==> config.mk <==
export PLATFORM = sky130hd
export DESIGN_NAME = attn_tile_sequencer
export DESIGN_NICKNAME = d
export VERILOG_FILES = /design/src/rtl/attn_tile_sequencer.sv
export SDC_FILE = /design/constraint.sdc
export NUM_CORES = 1
export LEC_CHECK = 0
export CELL_PAD_IN_SITES_DETAIL_PLACEMENT = 2
export CELL_PAD_IN_SITES_GLOBAL_PLACEMENT = 2
export CORE_AREA = 2 2 236 238
export CTS_CLUSTER_DIAMETER = 100
export DETAILED_ROUTE_END_ITERATION = 7
export DIE_AREA = 0 0 238 240
export GPL_ROUTABILITY_DRIVEN = 0
export PLACE_DENSITY = 0.83
export SKIP_LAST_GASP = 1
export SLEW_MARGIN = 15
export SYNTH_ARGS = -nofsm -noshare
export SYNTH_HDL_FRONTEND = slang
export SYNTH_SLANG_ARGS = --single-unit
export TNS_END_PERCENT = 5
==> constraint.sdc <==
create_clock -name clk -period 2 [get_ports clk]
set_input_delay 0.2 -clock clk [delete_from_list [all_inputs] [get_ports clk]]
set_output_delay 0.2 -clock clk [all_outputs]
set_load 0.05 [all_outputs]
==> src/rtl/attn_tile_sequencer.sv <==
// Attention tile sequencer: loads eight key/query rows into an 8x8 PE cluster,
// waits for the cluster, runs per-column FindMin, pulses the quantization
// stage, then hands a result to the consumer. Timeouts park the FSM in ERR.
module attn_tile_sequencer #(
  parameter int unsigned TIMEOUT   = 1023,
  parameter int unsigned QUANT_CYC = 2
) (
  input  logic         clk,
  input  logic         rst_n,
  input  logic         start_i,
  input  logic         in_valid_i,
  output logic         in_ready_o,
  input  logic [127:0] key_in_i,
  input  logic [127:0] query_in_i,
  output logic [127:0] pe_key_o,
  output logic [127:0] pe_query_o,
  output logic         pe_en_o,
  output logic         pe_clr_n_o,
  output logic [7:0]   pe_row_done_o,
  input  logic [63:0]  pe_dones_i,
  output logic [7:0]   min_start_o,
  input  logic [7:0]   min_done_i,
  output logic         quant_en_o,
  output logic         res_valid_o,
  input  logic         res_ready_i,
  output logic         busy_o,
  output logic         err_o
);

  localparam int TW = ($clog2(TIMEOUT + 1) > 10) ? $clog2(TIMEOUT + 1) : 10;
  localparam int QW = ($clog2(QUANT_CYC + 1) > 1) ? $clog2(QUANT_CYC + 1) : 1;
  localparam logic [TW-1:0] TIMER_LAST = TW'(TIMEOUT - 1);
  localparam logic [QW-1:0] QUANT_LAST = QW'(QUANT_CYC - 1);

  typedef enum logic [2:0] {
    S_IDLE, S_LOAD, S_COMPUTE, S_MINSRCH, S_QUANT, S_OUTPUT, S_ERR
  } state_e;

  state_e         state_q, state_d;
  logic [2:0]     rowcnt_q, rowcnt_d;
  logic [7:0]     cap_q, cap_d;
  logic [TW-1:0]  timer_q, timer_d;
  logic [QW-1:0]  qcnt_q, qcnt_d;
  logic [127:0]   pe_key_q, pe_key_d;
  logic [127:0]   pe_query_q, pe_query_d;
  logic [7:0]     row_done_q, row_done_d;
  logic           live_q;

  logic start_acc;
  logic beat;
  logic timer_hit;

  assign start_acc = start_i && (state_q == S_IDLE || state_q == S_ERR);
  assign beat      = (state_q == S_LOAD) && in_valid_i;
  assign timer_hit = (timer_q == TIMER_LAST);

  // State register.
  always_ff @(posedge clk or negedge rst_n) begin
    if (!rst_n) state_q <= S_IDLE;
    else        state_q <= state_d;
  end

  // Next-state logic; completion is checked before the timeout so it wins a tie.
  always_comb begin
    state_d = state_q;
    case (state_q)
      S_IDLE:    if (start_i) state_d = S_LOAD;
      S_LOAD:    if (in_valid_i && rowcnt_q == 3'd7) state_d = S_COMPUTE;
      S_COMPUTE: if (&pe_dones_i) state_d = S_MINSRCH;
                 else if (timer_hit) state_d = S_ERR;
      S_MINSRCH: if (&(cap_q | min_done_i)) state_d = S_QUANT;
                 else if (timer_hit) state_d = S_ERR;
      S_QUANT:   if (qcnt_q == QUANT_LAST) state_d = S_OUTPUT;
      S_OUTPUT:  if (res_ready_i) state_d = S_IDLE;
      S_ERR:     if (start_i) state_d = S_LOAD;
      default:   state_d = S_IDLE;
    endcase
  end

  // Datapath next values: row capture, FindMin capture, wait timer, quant counter.
  always_comb begin
    rowcnt_d   = rowcnt_q;
    cap_d      = cap_q;
    timer_d    = '0;
    qcnt_d     = '0;
    pe_key_d   = pe_key_q;
    pe_query_d = pe_query_q;
    row_done_d = '0;
    if (start_acc) begin
      rowcnt_d = '0;
      cap_d    = '0;
    end
    if (beat) begin
      pe_key_d   = key_in_i;
      pe_query_d = query_in_i;
      row_done_d = 8'h01 << rowcnt_q;
      rowcnt_d   = rowcnt_q + 3'd1;
    end
    if (state_q == S_MINSRCH) cap_d = cap_q | min_done_i;
    else if (state_d == S_MINSRCH) cap_d = '0;
    if ((state_q == S_COMPUTE || state_q == S_MINSRCH) && state_d == state_q)
      timer_d = timer_q + TW'(1);
    if (state_q == S_QUANT && state_d == S_QUANT)
      qcnt_d = qcnt_q + QW'(1);
  end

  // Datapath registers; live_q holds the cluster in clear until the first edge after reset.
  always_ff @(posedge clk or negedge rst_n) begin
    if (!rst_n) begin
      rowcnt_q   <= '0;
      cap_q      <= '0;
      timer_q    <= '0;
      qcnt_q     <= '0;
      pe_key_q   <= '0;
      pe_query_q <= '0;
      row_done_q <= '0;
      live_q     <= 1'b0;
    end else begin
      rowcnt_q   <= rowcnt_d;
      cap_q      <= cap_d;
      timer_q    <= timer_d;
      qcnt_q     <= qcnt_d;
      pe_key_q   <= pe_key_d;
      pe_query_q <= pe_query_d;
      row_done_q <= row_done_d;
      live_q     <= 1'b1;
    end
  end

  // Output decode; the clear pulse coincides with the result handshake cycle.
  always_comb begin
    in_ready_o    = (state_q == S_LOAD);
    pe_key_o      = pe_key_q;
    pe_query_o    = pe_query_q;
    pe_row_done_o = row_done_q;
    pe_en_o       = !(state_q == S_IDLE || state_q == S_ERR);
    pe_clr_n_o    = live_q && (state_q != S_ERR) &&
                    !(state_q == S_OUTPUT && res_ready_i);
    min_start_o   = (state_q == S_MINSRCH) ? ~cap_q : 8'h00;
    quant_en_o    = (state_q == S_QUANT);
    res_valid_o   = (state_q == S_OUTPUT);
    busy_o        = (state_q != S_IDLE);
    err_o         = (state_q == S_ERR);
  end

endmodule

==> summary.txt <==
P_int: 19.9 mW
First-pass iteration count of the detailed router: 5
Clock buffer depth: 3
Sw Share: 48.9%
Area of the multi-input gates: 3870 um^2
Fin. max-slew vios: 0
#FFs+latches synth: 291
NetSw: 19.0 mW
Total die area: 57100 um^2
Wire length of the first global-routing pass: 79500 um
CP Class: reg2out
Share of cells above drive strength 1: 7.96%
Relative slew slack: 49.5%
Cell area after synthesis: 11400 um^2
FFs w/ async S/R, synth: 100%
Die height: 240 um
Clock Sinks: 291
Clk network pwr share: 18.0%
Hpwl dp: 38800 um
Hold crit path type: in2reg
Startpoint types: register
CP Buf/Inv Count: 1
Clk_lat worst skew: 540 ps
Commonest non-fill, non-tap cells in the layout: nand2_1, clkdlybuf4s50_1, dfrtp_1
Drc violations: 0
Req. time, crit path: 1800 ps
H-tree levels: 2
Largest net degree at the start of global routing: 58
Port Buf Inserts: 611
Maximum vdd drop: 1060 uV
Flop pwr share: 26.7%
Initial core utilization: 20.8%
Grt ovf: 0
1st-iter DRT viols: 289
CP top delay family: buffers and inverters
Core Region: 54700 um^2
Crit-path cells: clkdlybuf4s50_1
Clk root buf: clkbuf_16
Fin crit period: 1990 ps
Area grow syn2layout: 77.2%
# nets final: 2252
Critical path's largest stage delay: 870 ps
Clock Pin Slew Worst Setup and Hold Paths: 60 ps
Crit end category: output port
Max-cap viol count: 0
Final Core Density: 36.9%
Post-synth EDFFs: 0
Main synth FF type: dfrtp_1
Initial antenna violation count: 1
Die Wd: 238 um
Fin Clk Skew: 24.3 ps
Syn nets: 1609
Antenna-violating nets left: 0
Status: finished clean
Critical path arrival: 1790 ps
Critical-path top delay cell: clkdlybuf4s50_1
Mapped Avg Cell Area: 8.98 um^2
RSZ-0062 raised after global routing: yes
Number of distinct library cells after synthesis: 35
Sequential fraction of the synthesis area: 64.0%
Area taken by flip-flops and latches: 7280 um^2
Post-Route WL: 52200 um
Achievable clock frequency: 503 MHz
Setup-failing EPs final: 0
Fillers: 5883
Ys Warns: 0
Part of the power in combinational logic: 55.3%
Via Count: 11400
Gr usage total: 18.0%
CP max FO: 2
Syn Inst Count: 1267
Worst slew pin tran: 750 ps
DR vias/cell: 4.32
Static leakage: 9.59 nW
Hold WS: 190 ps
Power Dens Cells: 1930 nW/um^2
Drt wl/cell: 19.8 um
Final hold vios: 0
# IOs: 612
Core Rows: 86
CTS buffer count: 37
Commonest non-fill, non-tap cell in the layout: nand2_1
CTS tree: done
Fin crit share: 99.4%
Number of global-route vias before repair: 13400
## flip-flops by register name (all words and copies together) (netlist names)
| register | flops |
|---|---|
| pe_key_o | 128 |
| live_q | 1 |
| rowcnt_q | 3 |
| pe_row_done_o | 8 |
| state_q | 3 |
| timer_q | 10 |
| pe_query_o | 128 |
| qcnt_q | 2 |
| cap_q | 8 |
## metal layers
layer | vias up | track usage (%) | routed length [um]
met5 | - | 0 | 0
met3 | 100 | 6.51 | 4470
met4 | 0 | 6.36 | 1910
met1 | 5691 | 19.3 | 19100
met2 | 417 | 32.5 | 26700
li1 | 5202 | - | -
## timing repair
item                                    4_1_cts  5_1_grt
endpoints found under the setup margin       37       67
endpoints found under the hold margin        47        0
resized for setup                            15        4
pin swaps                                     0        0
buffers inserted                              3        1
hold buffers                                  1        0
## cell families after synthesis
group,count (synthesis),synth area share (%)
flops,291,64.0
buf+inv,73,2.74
fa+ha+maj,9,0.990
xor+xnor,8,0.616
simple gates,859,29.9
other cells,1,0.0330
mux,1,0.0880
compound gates,25,1.66
## synthesized netlist by cell type (4+ instances only)
cell	n	share of area, %
ha_1	9	0.99
a32o_1	8	0.70
nand3_1	9	0.40
inv_1	9	0.30
buf_2	23	1.0
dfrtp_1	291	64
nor2_1	21	0.69
clkbuf_1	39	1.3
xor2_1	7	0.54
o21ai_0	7	0.31
nand2_1	775	26
o22ai_1	4	0.22
and3_1	12	0.66
nand4_1	20	1.1
## area by class of cell
class / count / share of cell area (%)
clock inverters: 14 / 1.01
well taps: 704 / 4.37
clock buffers: 50 / 5.18
flip-flops and latches: 291 / 36.1
repair buffers: 668 / 33.9
diodes: 1 / 0.0124
inverters: 9 / 0.168
multi-input cells: 903 / 19.2
## stage by stage
step | instance area, um^2 | cells | setup TNS, ps | total power, mW | setup slack, ps
after floorplan | 11400 | 1267 | 0 | 22.8 | 27.7
after global placement | 18800 | 2570 | -1890 | 31.0 | -234
after detailed placement | 18800 | 2570 | -3210 | 31.8 | -345
after CTS | 20100 | 2638 | -370 | 39.3 | -55.9
after global routing | 20200 | 2640 | -1130 | 40.9 | -65.3
final | 20200 | 2640 | 0 | 38.9 | 12.4
## power groups by stage
| stage | clock, mW | combinational, mW | sequential [mW] |
|---|---|---|---|
| 2_1_floorplan | 0 | 3.79 | 19.1 |
| 3_3_place_gp | 0 | 20.7 | 10.2 |
| 3_5_place_dp | 0 | 21.3 | 10.4 |
| 4_1_cts | 7.22 | 21.7 | 10.4 |
| 5_1_grt | 7.46 | 22.6 | 10.8 |
| 6_report | 6.99 | 21.5 | 10.4 |
## worst paths after layout
| kind | start | endpoint | slack, ps | cells past startpoint |
|---|---|---|---|---|
| setup / recovery | pe_query_o[27] | pe_query_o[27] | 10 | 1 |
| hold / removal | query_in_i[68] | pe_query_o[68] | 190 | 3 |
| setup reg to reg | state_q[2] | cap_q[2] | 60 | 5 |
| hold reg to reg | qcnt_q[0] | qcnt_q[0] | 460 | 1 |
| max in group asynchronous | rst_n | state_q[2] | 1040 | 3 |
| min in group asynchronous | rst_n | pe_key_o[54] | 220 | 2 |
Note: power is estimated with default switching activity, not from simulation.
